File: src/rtl/seg7_scan_driver.sv
// rtl/seg7_scan_driver.sv - multiplexed multi-digit 7-segment scan driver
//
// Purpose: captures a packed BCD word into a pending buffer and moves it to
// the display buffer only on a frame boundary, so a frame never shows a mix
// of old and new digits. Each digit is decoded to segments a..g and shown in
// its own time slot on a shared segment bus. Every slot starts with a short
// all-off gap to stop the previous digit ghosting onto the next one.
//
// Optional feature: define SEG7_LZ_BLANK_EN to blank leading zeros
// (digit 0 is never blanked).
//
// Ports:
//   i_clk           system clock
//   i_rst_n         asynchronous active-low reset
//   i_bcd_in        packed BCD, digit k = [4k+3:4k], digit 0 least significant
//   i_load          one-cycle strobe, captures i_bcd_in into the pending buffer
//   o_seg_out       segments active high, [6]=a .. [0]=g
//   o_dig_sel       one-hot digit enable, active high
//   o_frame_start   pulse on the first output cycle of digit 0's slot
//   o_pending       loaded data not yet moved to the display buffer
module seg7_scan_driver #(
  parameter int NUM_DIGITS   = 4,
  parameter int REFRESH_DIV  = 1000,
  parameter int BLANK_CYCLES = 1
) (
  input  logic                    i_clk,
  input  logic                    i_rst_n,
  input  logic [4*NUM_DIGITS-1:0] i_bcd_in,
  input  logic                    i_load,
  output logic [6:0]              o_seg_out,
  output logic [NUM_DIGITS-1:0]   o_dig_sel,
  output logic                    o_frame_start,
  output logic                    o_pending
);

  localparam int DIV_W = (REFRESH_DIV > 1) ? $clog2(REFRESH_DIV) : 1;
  localparam int IDX_W = (NUM_DIGITS > 1) ? $clog2(NUM_DIGITS) : 1;

  localparam logic [DIV_W-1:0] DIV_LAST  = DIV_W'(REFRESH_DIV - 1);
  localparam logic [DIV_W-1:0] BLANK_END = DIV_W'(BLANK_CYCLES);
  localparam logic [IDX_W-1:0] IDX_LAST  = IDX_W'(NUM_DIGITS - 1);

  logic [DIV_W-1:0]        r_div_cnt;
  logic [IDX_W-1:0]        r_idx;
  logic [4*NUM_DIGITS-1:0] r_pend;
  logic [4*NUM_DIGITS-1:0] r_disp;

  logic [3:0]              w_digit;
  logic                    w_lz_sel;
  logic [NUM_DIGITS-1:0]   w_onehot;
  logic                    w_div_wrap;
  logic                    w_xfer;

  function automatic logic [6:0] f_decode(input logic [3:0] v);
    case (v)
      4'd0:    f_decode = 7'h7E;
      4'd1:    f_decode = 7'h30;
      4'd2:    f_decode = 7'h6D;
      4'd3:    f_decode = 7'h79;
      4'd4:    f_decode = 7'h33;
      4'd5:    f_decode = 7'h5B;
      4'd6:    f_decode = 7'h5F;
      4'd7:    f_decode = 7'h70;
      4'd8:    f_decode = 7'h7F;
      4'd9:    f_decode = 7'h7B;
      default: f_decode = 7'h00;
    endcase
  endfunction

`ifdef SEG7_LZ_BLANK_EN
  // w_lz[k] is set when digit k and every more-significant digit are zero.
  logic [NUM_DIGITS-1:0] w_lz;

  always_comb begin
    logic v_run;
    v_run = 1'b1;
    w_lz  = '0;
    for (int k = NUM_DIGITS - 1; k >= 0; k--) begin
      v_run   = v_run & (r_disp[4*k +: 4] == 4'd0);
      w_lz[k] = v_run;
    end
    w_lz[0] = 1'b0;
  end
`endif

  // Mux the digit (and its leading-zero flag) for the current slot.
  always_comb begin
    w_digit  = 4'd0;
    w_lz_sel = 1'b0;
    for (int k = 0; k < NUM_DIGITS; k++) begin
      if (r_idx == IDX_W'(k)) begin
        w_digit = r_disp[4*k +: 4];
`ifdef SEG7_LZ_BLANK_EN
        w_lz_sel = w_lz[k];
`endif
      end
    end
  end

  assign w_onehot   = NUM_DIGITS'(1) << r_idx;
  assign w_div_wrap = (r_div_cnt == DIV_LAST);
  assign w_xfer     = w_div_wrap && (r_idx == IDX_LAST);

  always_ff @(posedge i_clk or negedge i_rst_n) begin
    if (!i_rst_n) begin
      r_div_cnt     <= '0;
      r_idx         <= '0;
      r_pend        <= '0;
      r_disp        <= '0;
      o_pending     <= 1'b0;
      o_seg_out     <= 7'h00;
      o_dig_sel     <= '0;
      o_frame_start <= 1'b0;
    end else begin
      if (w_div_wrap) begin
        r_div_cnt <= '0;
        r_idx     <= (r_idx == IDX_LAST) ? '0 : r_idx + 1'b1;
      end else begin
        r_div_cnt <= r_div_cnt + 1'b1;
      end

      // Outputs follow the current slot state, one cycle late. They are
      // decoded from r_disp before any transfer this cycle, so the last
      // cycle of a frame still shows the old data.
      o_frame_start <= (r_div_cnt == '0) && (r_idx == '0);
      if (r_div_cnt < BLANK_END) begin
        o_dig_sel <= '0;
        o_seg_out <= 7'h00;
      end else begin
        o_dig_sel <= w_onehot;
        o_seg_out <= w_lz_sel ? 7'h00 : f_decode(w_digit);
      end

      // A load landing on the transfer cycle goes straight to the display
      // buffer so it is not held back a whole frame.
      if (w_xfer) begin
        if (i_load) begin
          r_disp <= i_bcd_in;
          r_pend <= i_bcd_in;
        end else if (o_pending) begin
          r_disp <= r_pend;
        end
        o_pending <= 1'b0;
      end else if (i_load) begin
        r_pend    <= i_bcd_in;
        o_pending <= 1'b1;
      end
    end
  end

endmodule
File: config.mk
export PLATFORM = sky130hd
export DESIGN_NAME = seg7_scan_driver
export DESIGN_NICKNAME = d
export VERILOG_FILES = /design/src/rtl/seg7_scan_driver.sv
export SDC_FILE = /design/constraint.sdc
export NUM_CORES = 1
export LEC_CHECK = 0
export CAP_MARGIN = 20
export CORE_UTILIZATION = 30
export CTS_BUF_LIST = sky130_fd_sc_hd__clkbuf_16
export DETAILED_ROUTE_END_ITERATION = 7
export GPL_TIMING_DRIVEN = 0
export PLACE_DENSITY = 0.55
export SETUP_SLACK_MARGIN = 0.5
export SYNTH_ARGS = -nofsm -noshare
export SYNTH_HDL_FRONTEND = slang
export SYNTH_SLANG_ARGS = --single-unit
File: constraint.sdc
create_clock -name i_clk -period 4.5 [get_ports i_clk]
set_input_delay 0.9 -clock i_clk [delete_from_list [all_inputs] [get_ports i_clk]]
set_output_delay 0.9 -clock i_clk [all_outputs]
set_load 0.03 [all_outputs]
==> impl_metrics.csv <==
group,metric,value,unit
status,outcome,"completed",
die,start_util,31.47,%
place,portBuffers,30,
synth,synth_edf_count,0,
power,p_clk_share,51.7,%
setup_path,end_kind,"flip-flop",
place,gp_congestion,0.7874,
flow_run,maxCapViolCount,0,
setup_path,worst_path_max_delay_cell,"a2111oi_0",
synth,synthCells,210,
synth,yosys.area.top_type_share,54.08,%
clocking,cts_resized,0,
synth,netlist-cell-type-count,46,
timing,min_period,2629,ps
synth,synthArstFlopShare,100.0,%
timing,setup_viol,0,
cells_and_area,final_util,40.11,%
setup_path,path_cells,"ha_1 -> buf_2 -> nor2_1 -> o211ai_1 -> and2_1 -> ha_1 -> a2111oi_0 -> a31oi_1 -> o22ai_1",
timing,tns,0,ps
synth,synth_top_family_by_area,"multiplexers",
timing,clock_skew,9.048,ps
place,place_hpwl,3703,um
setup_path,worstSetupPathType,"reg -> reg",
setup_path,crit_path_max_incr_delay,640,ps
timing,maxSlewViolCount,0,
power,seq_power_share,44.1,%
die,io_pins,32,
min_path,hold_path_class,"reg -> reg",
cells_and_area,drive_gt1_share,20.23,%
detailed_routing,drc,0,
global_routing,grt_max_degree,34,
detailed_routing,detail-route-antenna-nets,0,
synth,yosys-mux-area-fraction,15.23,%
power,p_sw,234.6,uW
global_routing,grt_pass1_wl,8424,um
detailed_routing,drtIter0Drc,38,
timing,hold_viol_final,0,
global_routing,track_usage,12.64,%
cells_and_area,stdcell_count,362,
timing,rsz0062_at_grt,"false",
timing,slew-limit-headroom,52.61,%
timing,min_period_over_period,58.43,%
synth,ys_warn_count,0,
clocking,cts_tree,"yes",
synth,syn-cell-area,0.002638,mm^2
die,rows,33,
die,die_w,95.77,um
power,power_leakage,0.001486,uW
synth,synthXorXnorAreaFrac,1.992,%
clocking,clkLatencyLatePin,320,ps
clocking,h-tree-depth,3,
clocking,clockBufferDepth,2,
cells_and_area,area_growth,27.47,%
clocking,clk_pin_slew,50,ps
power,internal-power,970.4,uW
die,core_area,0.008382,mm^2
setup_path,crit_arrival,2860,ps
detailed_routing,wire_per_inst,13.78,um
global_routing,globalRouteOverflowTotal,0,
synth,synth_compound_area_share,9.535,%
power,vdd_drop_max,0.1943,mV
power,combPwrFrac,4.2,%
setup_path,path_common_cell,"ha_1",
cells_and_area,n_fill_cell,818,
synth,avgSynthCellArea,12.56,um^2
cells_and_area,multi_input_area,0.001134,mm^2
detailed_routing,drt-pass1-iter-count,4,
synth,yosysSeqAreaShare,54.08,%
global_routing,grt_pass1_vias,1725,
timing,tightest_slew,692.9,ps
cells_and_area,regArea,0.001426,mm^2
clocking,numCtsBuffers,9,
synth,synth_ff_type,"dfrtp_1",
synth,synth_area_leaders,"dfrtp_1 (54%), mux2_2 (11%), ha_1 (5.7%)",
power,p_sw_share,19.47,%
synth,yosys.area_share.adder,5.693,%
min_path,whs_path_depth,1,
min_path,min_from,"r_pend[3]$_DFFE_PN0P_",
setup_path,required,4730,ps
setup_path,startpoint,"r_idx[0]$_DFFE_PN0N_",
detailed_routing,routed_wl,4990,um
global_routing,grt_antenna_before_repair,0,
timing,fmax,380.3,MHz
clocking,cts_sinks,57,
die,dieArea,0.009171,mm^2
cells_and_area,nets,283,
synth,yosys.area_share.simple,10.53,%
cells_and_area,n_antenna_cell,0,
setup_path,crit_fanout,10,
synth,ys_ff_latch,57,
setup_path,cp-start-kind,"flip-flop",
clocking,ctsHoldBuffers,0,
place,dp_cells,346,
power,powerDensity,358.4,mW/mm^2
synth,syn_nets,241,
setup_path,r2r_start,"r_idx[0]$_DFFE_PN0N_",
detailed_routing,dr_total_vias,1733,
setup_path,rr_worst_depth,9,
die,die_y,95.77,um
detailed_routing,via_per_inst,4.787,
synth,yosysTopAreaCell,"dfrtp_1",
clocking,post_cts_buffers,0,
clocking,cts-root-buf,"clkbuf_16",
## kinds of logic after synthesis
group	count (synthesis)
XOR/XNOR	6
multiplexers	33
buffers and inverters	18
flip-flops	57
adder cells (fa/ha/maj)	12
AND/OR/NAND/NOR	48
AO/OA/AOI/OAI	36
## worst max-delay path: cells and delay by family (launching register included)
family                     cells  cell delay (ps)
AOI/OAI and AO/OA              4             1070
adders and majority gates      2              430
buffers and inverters          1              190
DFF                            1              390
and+or+nand+nor                2              450
## final cells by class
cell class	count	share of cell area [%]
sequential	57	42.43
multi-input combinational	135	33.72
timing repair buffer	31	9.378
clock buffer	9	6.699
tap	105	3.908
clock inverter	7	1.563
inverter	12	1.340
buffer	6	0.9676
## flip-flops by register name, indices dropped and copies added, names as in the netlist
register,flops
r_idx,2
r_div_cnt,10
o_frame_start,1
o_pending,1
r_pend,16
o_dig_sel,4
r_disp,16
o_seg_out,7
## worst paths after layout
path / end / slack, ps
setup reg to reg: o_seg_out[0]$_DFF_PN0_ / 1870
hold reg to reg: r_pend[3]$_DFFE_PN0P_ / 490
min in group asynchronous: r_pend[13]$_DFFE_PN0P_ / 570
max in group asynchronous: r_idx[0]$_DFFE_PN0N_ / 3360
hold / removal: r_pend[3]$_DFFE_PN0P_ / 490
setup / recovery: o_seg_out[0]$_DFF_PN0_ / 1870
## routing by layer
metal  share of wire, %  routed length [um]  global-route usage [%]  vias up
met3                4.7                 236                   4.739        9
met4                1.7                  87                   5.597        0
met1                 49                2432                   16.43      843
met2                 45                2234                   18.69       38
met5                  0                   0                       0        -
li1                   -                   -                       -      843
## cells in the mapped netlist (all sizes together), types with 2 or more instances
library cell / instances
o21ai: 5
buf: 4
nand2: 8
nor2b: 4
and2: 4
ha: 12
a21oi: 7
and3: 2
nor4: 4
mux2: 33
a211oi: 3
nor2: 9
xnor2: 5
a211o: 3
nand3b: 3
o22ai: 5
inv: 12
clkbuf: 2
dfrtp: 57
nor3: 2
nand3: 6
## placed cells by master, fill, tap and decap left out, types with 7 or more instances in the layout
cell,synthesis,final
nand2_1,8,8
nor2_1,9,9
dfrtp_1,57,57
clkbuf_16,0,9
inv_1,12,13
clkdlybuf4s50_1,0,29
mux2_4,8,8
ha_1,12,12
a21oi_1,7,7
mux2_2,25,25
## metrics by stage
step	cell area (um^2)	power (uW)	hold slack [ps]	setup slack, ps
2_1_floorplan	2638	558.9	453.6	2269
3_3_place_gp	3069	588.6	479.4	740.4
3_5_place_dp	3084	591.5	485.8	1889
4_1_cts	3362	1223	496.3	1873
5_1_grt	3362	1254	506.6	1673
6_report	3362	1205	492.7	1871
## power groups by stage
stage | combinational (uW) | sequential (uW) | clock (uW)
5_1_grt | 56.9 | 532 | 665
4_1_cts | 52.3 | 531 | 639
6_report | 50.3 | 531 | 623
3_3_place_gp | 49.7 | 539 | 0
2_1_floorplan | 20.6 | 538 | 0
3_5_place_dp | 52.0 | 540 | 0
Power figures use the tool's default switching activity.
